--- src/rtl/vape_exec_tracker.sv ---
// vape_exec_tracker: consumes the per-cycle VAPE exec verdict and tracks one
// execution of the executable region ER[ER_min..ER_max]. Produces a sticky
// EXEC flag, a snapshot handshake for the attestation routine and a
// saturating violation counter.
// Optional feature macro: VAPE_VIOL_LOG_EN (logs pc / failing sub-checks of the
// first violation in the current run). Without it viol_pc/viol_src are 0.
module vape_exec_tracker #(
  parameter int CNT_W = 8
) (
  input  logic             clk,
  input  logic             puc,
  input  logic [15:0]      pc,
  input  logic             exec,
  input  logic [4:0]       exec_sub,
  input  logic [15:0]      ER_min,
  input  logic [15:0]      ER_max,
  input  logic             snap_req,
  input  logic             snap_ack,
  output logic             exec_flag,
  output logic             snap_vld,
  output logic             snap_flag,
  output logic [CNT_W-1:0] viol_cnt,
  output logic [15:0]      viol_pc,
  output logic [4:0]       viol_src
);

  typedef enum logic [1:0] {
    S_IDLE = 2'd0,
    S_RUN  = 2'd1,
    S_DONE = 2'd2,
    S_FAIL = 2'd3
  } state_t;

  localparam logic [CNT_W-1:0] CNT_MAX = {CNT_W{1'b1}};
  localparam logic [CNT_W-1:0] CNT_ONE = CNT_W'(1);

  state_t state_r;
  state_t state_nxt_s;
  logic   exec_d_r;
  logic   at_min_s;
  logic   at_max_s;
  logic   single_s;
  logic   flag_nxt_s;
  logic   run_entry_s;
  logic   viol_edge_s;

  assign at_min_s = (pc == ER_min);
  assign at_max_s = (pc == ER_max);
  assign single_s = (ER_min == ER_max);

  // State register; puc returns the tracker to IDLE from any state.
  always_ff @(posedge clk) begin
    if (puc) begin
      state_r <= S_IDLE;
    end else begin
      state_r <= state_nxt_s;
    end
  end

  // Next-state logic; a low exec dominates any pc match in the same cycle.
  always_comb begin
    state_nxt_s = state_r;
    case (state_r)
      S_IDLE, S_FAIL: begin
        if (at_min_s && exec) begin
          state_nxt_s = single_s ? S_DONE : S_RUN;
        end else begin
          state_nxt_s = state_r;
        end
      end
      S_RUN: begin
        if (!exec) begin
          state_nxt_s = S_FAIL;
        end else if (at_max_s) begin
          state_nxt_s = S_DONE;
        end else begin
          state_nxt_s = S_RUN;
        end
      end
      S_DONE: begin
        if (!exec) begin
          state_nxt_s = S_FAIL;
        end else if (at_min_s && !single_s) begin
          state_nxt_s = S_RUN;
        end else begin
          state_nxt_s = S_DONE;
        end
      end
      default: begin
        state_nxt_s = S_IDLE;
      end
    endcase
  end

  // Output decode: next flag value, run-entry event and exec falling edge.
  always_comb begin
    flag_nxt_s  = (state_nxt_s == S_DONE);
    viol_edge_s = exec_d_r && !exec;
    if ((state_nxt_s == S_RUN || state_nxt_s == S_DONE) &&
        (state_r == S_IDLE || state_r == S_FAIL ||
         (state_r == S_DONE && state_nxt_s == S_RUN))) begin
      run_entry_s = 1'b1;
    end else begin
      run_entry_s = 1'b0;
    end
  end

  // Sticky EXEC flag, registered copy of "next state is DONE".
  always_ff @(posedge clk) begin
    if (puc) begin
      exec_flag <= 1'b0;
    end else begin
      exec_flag <= flag_nxt_s;
    end
  end

  // Delayed exec and saturating count of exec 1->0 transitions.
  always_ff @(posedge clk) begin
    if (puc) begin
      exec_d_r <= 1'b1;
      viol_cnt <= {CNT_W{1'b0}};
    end else begin
      exec_d_r <= exec;
      if (viol_edge_s && (viol_cnt != CNT_MAX)) begin
        viol_cnt <= viol_cnt + CNT_ONE;
      end else begin
        viol_cnt <= viol_cnt;
      end
    end
  end

  // Snapshot handshake: capture on request when idle, release on ack.
  always_ff @(posedge clk) begin
    if (puc) begin
      snap_vld  <= 1'b0;
      snap_flag <= 1'b0;
    end else if (snap_vld) begin
      if (snap_ack) begin
        snap_vld <= 1'b0;
      end else begin
        snap_vld <= 1'b1;
      end
    end else if (snap_req) begin
      snap_vld  <= 1'b1;
      snap_flag <= exec_flag;
    end else begin
      snap_vld <= 1'b0;
    end
  end

`ifdef VAPE_VIOL_LOG_EN
  // Logger is disarmed until a run is entered; it then keeps only the first violation.
  logic viol_logged_r;

  // First-violation logger, cleared on every run entry.
  always_ff @(posedge clk) begin
    if (puc) begin
      viol_pc       <= 16'h0000;
      viol_src      <= 5'b00000;
      viol_logged_r <= 1'b1;
    end else if (run_entry_s) begin
      viol_pc       <= 16'h0000;
      viol_src      <= 5'b00000;
      viol_logged_r <= 1'b0;
    end else if (viol_edge_s && !viol_logged_r) begin
      viol_pc       <= pc;
      viol_src      <= ~exec_sub;
      viol_logged_r <= 1'b1;
    end else begin
      viol_logged_r <= viol_logged_r;
    end
  end
`else
  logic unused_s;
  assign unused_s = ^{exec_sub, run_entry_s};
  assign viol_pc  = 16'h0000;
  assign viol_src = 5'b00000;
`endif

endmodule
--- config.mk ---
export PLATFORM = sky130hd
export DESIGN_NAME = vape_exec_tracker
export DESIGN_NICKNAME = d
export VERILOG_FILES = /design/src/rtl/vape_exec_tracker.sv
export SDC_FILE = /design/constraint.sdc
export NUM_CORES = 1
export LEC_CHECK = 0
export ABC_AREA = 1
export CORE_ASPECT_RATIO = 0.75
export CORE_MARGIN = 3
export CORE_UTILIZATION = 39
export CTS_CLUSTER_SIZE = 20
export DETAILED_ROUTE_END_ITERATION = 16
export GPL_ROUTABILITY_DRIVEN = 0
export PLACE_DENSITY = 0.82
export SYNTH_ARGS = -nofsm -noshare
export SYNTH_HDL_FRONTEND = slang
export SYNTH_SLANG_ARGS = --single-unit
export TNS_END_PERCENT = 20
--- constraint.sdc ---
create_clock -name clk -period 1.8 [get_ports clk]
set_clock_uncertainty 0.15 [all_clocks]
set_input_delay 0.36 -clock clk [delete_from_list [all_inputs] [get_ports clk]]
set_output_delay 0.36 -clock clk [all_outputs]
set_load 0.05 [all_outputs]
-- After elaboration in Yosys (flattened, before gate mapping)
Cells that the tools add are included.
- add/sub/neg operators: 1
- equality and inequality tests: 8
- multiplexer cells: 10
- bitwise operators: 1
- reduce and logical (&&, ||, !) cells: 9
- operators with widths (cell ; number):
    16-bit == test ; 3
    2-bit two-way mux ; 6
    8-bit by 1-bit adder with 8-bit output, second input constant ; 1
    8-bit != test, second input constant ; 1
    2-bit == test, second input constant ; 3
    2-bit one-hot mux with 3 select lines ; 1
    1-bit logical AND ; 4
    1-bit two-way mux ; 3
    2-bit by 1-bit == test with 1-bit output, second input constant ; 1
    1-bit zero test ; 2
    2-bit zero test ; 1
    2-bit AND reduction ; 1
    2-bit OR reduction ; 1
    1-bit inverter ; 1
- register bits: 14
- input bits: 58

-- Depth between registers and ports, before layout
- depth in word-level cells: 7
- mapped depth: 14

-- Least setup slack after synthesis
Ideal clock, no wire load.
- path type: flip-flop to flip-flop
- start point: register viol_cnt[0]
- end point: register viol_cnt[4]
- setup time: 0.119 ns
- arrival time: 1.680 ns
- data required time: 1.531 ns
- setup slack: -0.149 ns
- stages on the path, launching flop included: 10
- cell sequence: dfxtp_1 -> ha_1 -> nand3_1 -> nor2_1 -> nand2_1 -> nand3_2 -> inv_2 -> nand3_1 -> nor2_1 -> o221a_1
- word-level cells in the longest chain between the ends: 2
- RTL lines (item ; RTL line ; RTL):
    start, declared ; 22 ; output logic [CNT_W-1:0] viol_cnt,
    start signal, assigned ; 121 ; viol_cnt <= {CNT_W{1'b0}};
    start signal, assigned ; 125 ; viol_cnt <= viol_cnt + CNT_ONE;
    start signal, assigned ; 127 ; viol_cnt <= viol_cnt;
    branches (longest 2 deep; another with 8-bit by 1-bit adder with 8-bit output) ; - ;
Parallel ways; which one is timed is not known.
A chain may end at the register's enable or synchronous reset.

-- Worst setup path in the final report
- start point: input port pc[15]
- end point: register state_r[1]
- word-level cells in the longest chain between the ends: 5
- RTL lines (item ; RTL line ; RTL):
    start, declared ; 12 ; input logic [15:0] pc,
    16-bit == test ; 47 ; assign at_min_s = (pc == ER_min);
    1-bit logical AND ; 83 ; end else if (at_min_s && !single_s) begin
    2-bit two-way mux ; 83 ;
    2-bit two-way mux ; 81 ; if (!exec) begin
    2-bit one-hot mux with 3 select lines (*) ; 63 ; case (state_r)
    end signal, assigned ; 56 ; state_r <= state_nxt_s;
    end, declared ; 37 ; state_t state_r;
Mark *: on every way between the ends. The rest lies on a longest branch, timed or not.

==> impl_results.md <==
* Pint at 699.4 uW
* Post-synth EDFFs at 0
* Type of destination of the critical path: flip-flop
* Source-to-sink clock delay at the later pin of the worst-skew pair at 0.25 ns
* Flop pwr share at 30.0%
* Share of final-layout standard cells stronger than drive strength 1 at 11.42%
* Via count of the first global-routing pass at 1450
* Routed length per instance at 9.321 um
* Register-to-Register Setup Slack at 0.16 ns
* # clock sinks at 14
* Number of diodes added for antenna fixing at 0
* Areal power density over the cells at 479.9 nW/um^2
* Reg2reg end: viol_cnt[4]
* Overall overflow remaining after global route at 0
* Avg Vias per Cell at 4.212
* Fill cell count at 391
* Drt first pass iters at 4
* CTS tree: yes
* Top flip-flop cell by instance count after synthesis: sky130_fd_sc_hd__dfxtp_1
* Count of cell types in the netlist at 23
* Port Buffers at 63
* Share of flip-flops with an asynchronous set or reset after synthesis at 0%
* Hold/Removal Path Class: reg2reg
* Number of instances in the synthesized netlist at 282
* CTS clk-pin slew, worst paths at 0.06 ns
* Switching power total at 420.3 uW
* Routed wire length at 3831 um
* Max-cap check violation count at 0
* Die height at 61.37 um
* Fmax achieved at 608.6 MHz
* WS Path Type: in2reg
* Area of the mapped netlist at 1594 sq um
* Overall power consumption at 1.120 mW
* Required time at the endpoint of the critical path at 1.80 ns
* Pin count of the biggest net entering global routing at 10
* Number of buffers inserted by post-CTS setup repair at 0
* Number of nets in the final layout at 421
* Initial antenna violation count at 0
* Power share of the clock group at 27.8%
* Number of failing hold endpoints at the final stage at 0
* CTS H-tree lvls at 1
* DIE WIDTH at 79.82 um
* Synthesized area divided by synthesized cell count at 5.653 sq um
* Crit path DAT at 1.64 ns
* Multi-input logic area at 1055 sq um
* HPWL Detailed at 3318 um
* Count of state elements after synthesis at 14
* Final worst path period share at 91.28%
* Core region area at 3804 sq um
* Rows at 19
* Most common library cell in the layout ignoring fill and taps: sky130_fd_sc_hd__nand2_1
* Total number of yosys warnings at 0
* Leakage power of the design at 1.376 nW
* First-pass GRT wire length at 6072 um
* CP endpoint: state_r[1]
* Clock root buffer: sky130_fd_sc_hd__clkbuf_8
* Combinational Power Share at 42.2%
* Result of the run: finished, final reports clean
* Top cell type's share of synthesized area at 23.08%
* Type of origin of the critical path: input port
* Fin Hold WS at 0.3176 ns
* Hold-fix buffers, CTS at 0
* I/O pins at 90
* DIE AREA at 4898 sq um
* Launching instance or port of the critical path: pc[15]
* Starting DRT DRC Count at 44
* Top post-synthesis cells by area: sky130_fd_sc_hd__nand2_1 (23%), sky130_fd_sc_hd__dfxtp_1 (18%), sky130_fd_sc_hd__inv_1 (11%), sky130_fd_sc_hd__buf_4 (9.9%), sky130_fd_sc_hd__nor2_1 (9.4%)
* Number of pins with negative max-slew slack in the final report at 0
* Setup TNS Final at 0 ns
* Final routed DRC violation total at 0
* Part of the Yosys area used for sequential elements at 17.58%
* Setup repair after global routing missed its margin: false
* Combined global-route utilization of all metal layers at 15.58%
* Final setup fails at 0
* Initial core utilization at 41.91%
* Clock buffers created by TritonCTS at 3
* Fraction of power spent switching nets at 37.54%
* Peak VDD IR at 318.6 uV
* Sequential Area at 282.8 sq um
* R2R depth at 9
* Via count of the routed design at 1731
* Largest fanout on the critical path at 3
* Worst R2R Start: viol_cnt[0]
* Crit path time final at 1.643 ns
* Post-route ant nets at 0
* Max clock buf depth at 2
* Cell taking the most area after synthesis: sky130_fd_sc_hd__nand2_1
* Leading cell types in the layout, fill and taps excluded: sky130_fd_sc_hd__nand2_1 (97), sky130_fd_sc_hd__inv_1 (46), sky130_fd_sc_hd__nor2_1 (38), sky130_fd_sc_hd__dlygate4sd2_1 (38), sky130_fd_sc_hd__conb_1 (21)
* Area Growth Syn to Fin at 46.39%
## stage by stage
| stage | std cells | worst slack, ns | util [%] | area (sq um) |
|---|---|---|---|---|
| final | 411 | 0.1570 | 61.35 | 2333 |
| after global routing | 411 | 0.001624 | 61.35 | 2333 |
| after CTS | 411 | 0.001337 | 60.62 | 2306 |
| after detailed placement | 407 | -0.3438 | 60.20 | 2290 |
| after global placement | 407 | -0.2840 | 60.20 | 2290 |
| after floorplan | 302 | 0.01111 | - | 1672 |
## cell usage after synthesis, types with 2 or more instances
master	number
sky130_fd_sc_hd__o21ai_0	4
sky130_fd_sc_hd__xor2_1	13
sky130_fd_sc_hd__nor2_2	2
sky130_fd_sc_hd__ha_1	3
sky130_fd_sc_hd__nor2_1	40
sky130_fd_sc_hd__nand3_2	2
sky130_fd_sc_hd__nand3_1	7
sky130_fd_sc_hd__dfxtp_1	14
sky130_fd_sc_hd__a21oi_1	7
sky130_fd_sc_hd__nand2_1	98
sky130_fd_sc_hd__xnor2_1	13
sky130_fd_sc_hd__buf_4	21
sky130_fd_sc_hd__inv_2	2
sky130_fd_sc_hd__inv_1	47
## critical path, cell delays in order
cell	delay, ns
sky130_fd_sc_hd__dlygate4sd2_1	0.26
sky130_fd_sc_hd__xnor2_1	0.19
sky130_fd_sc_hd__nand2_1	0.08
sky130_fd_sc_hd__nor2_1	0.08
sky130_fd_sc_hd__nand2_1	0.09
sky130_fd_sc_hd__nor2_4	0.14
sky130_fd_sc_hd__nand3_2	0.11
sky130_fd_sc_hd__nand2_1	0.07
sky130_fd_sc_hd__nand2_1	0.05
sky130_fd_sc_hd__nand2_1	0.05
sky130_fd_sc_hd__nand2_1	0.04
sky130_fd_sc_hd__nand2_1	0.08
sky130_fd_sc_hd__inv_1	0.04
## area by class of cell
class                      count  area share (%)
multi-input combinational    217           45.20
clock buffer                   4           2.359
tap                           52           2.788
inverter                      50           8.043
sequential                    14           12.12
timing repair buffer          74           29.49
## kinds of logic after synthesis
| kind of cell | share of synthesized area [%] |
|---|---|
| and+or+nand+nor | 37.91 |
| buffers and inverters | 21.66 |
| xor gates and xnor gates | 14.29 |
| AOI/OAI and AO/OA | 5.965 |
| DFF | 17.58 |
| adders and majority gates | 2.355 |
| other | 0.2353 |
## flip-flops by register name, summed over array words and instances, names as in the netlist
signal / cells
exec_d_r: 1
exec_flag: 1
snap_flag: 1
snap_vld: 1
state_r: 2
viol_cnt: 8
## how the worst min path moves through the flow
stage	end	start	cells after the start	slack [ns]
final	viol_cnt[0]	viol_cnt[0]	1	0.32
after global routing	viol_cnt[0]	viol_cnt[0]	1	0.34
after CTS	viol_cnt[0]	viol_cnt[0]	1	0.32
after detailed placement	viol_cnt[0]	viol_cnt[0]	1	0.31
after global placement	viol_cnt[0]	viol_cnt[0]	1	0.31
after floorplan	snap_vld	puc	1	0.28
## repair_timing
action / 4_1_cts / 5_1_grt
gates resized for setup: 41 / 12
pin swaps: 6 / 2
setup endpoints to repair: 3 / 3
## per-layer routing
layer	vias up	track usage, %	wire length (um)	part of all wire (%)
met4	0	4.819	61	1.6
li1	946	-	-	-
met1	731	19.88	1673	44
met3	6	3.655	247	6.4
met5	-	0	0	0
met2	48	26.63	1848	48
## power groups by stage
stage / clock (mW) / sequential [mW] / combinational (mW)
2_1_floorplan: 0 / 0.368 / 0.307
3_3_place_gp: 0 / 0.342 / 0.496
3_5_place_dp: 0 / 0.342 / 0.503
4_1_cts: 0.313 / 0.335 / 0.477
5_1_grt: 0.331 / 0.337 / 0.526
6_report: 0.312 / 0.336 / 0.472
Power figures use the tool's default switching activity.
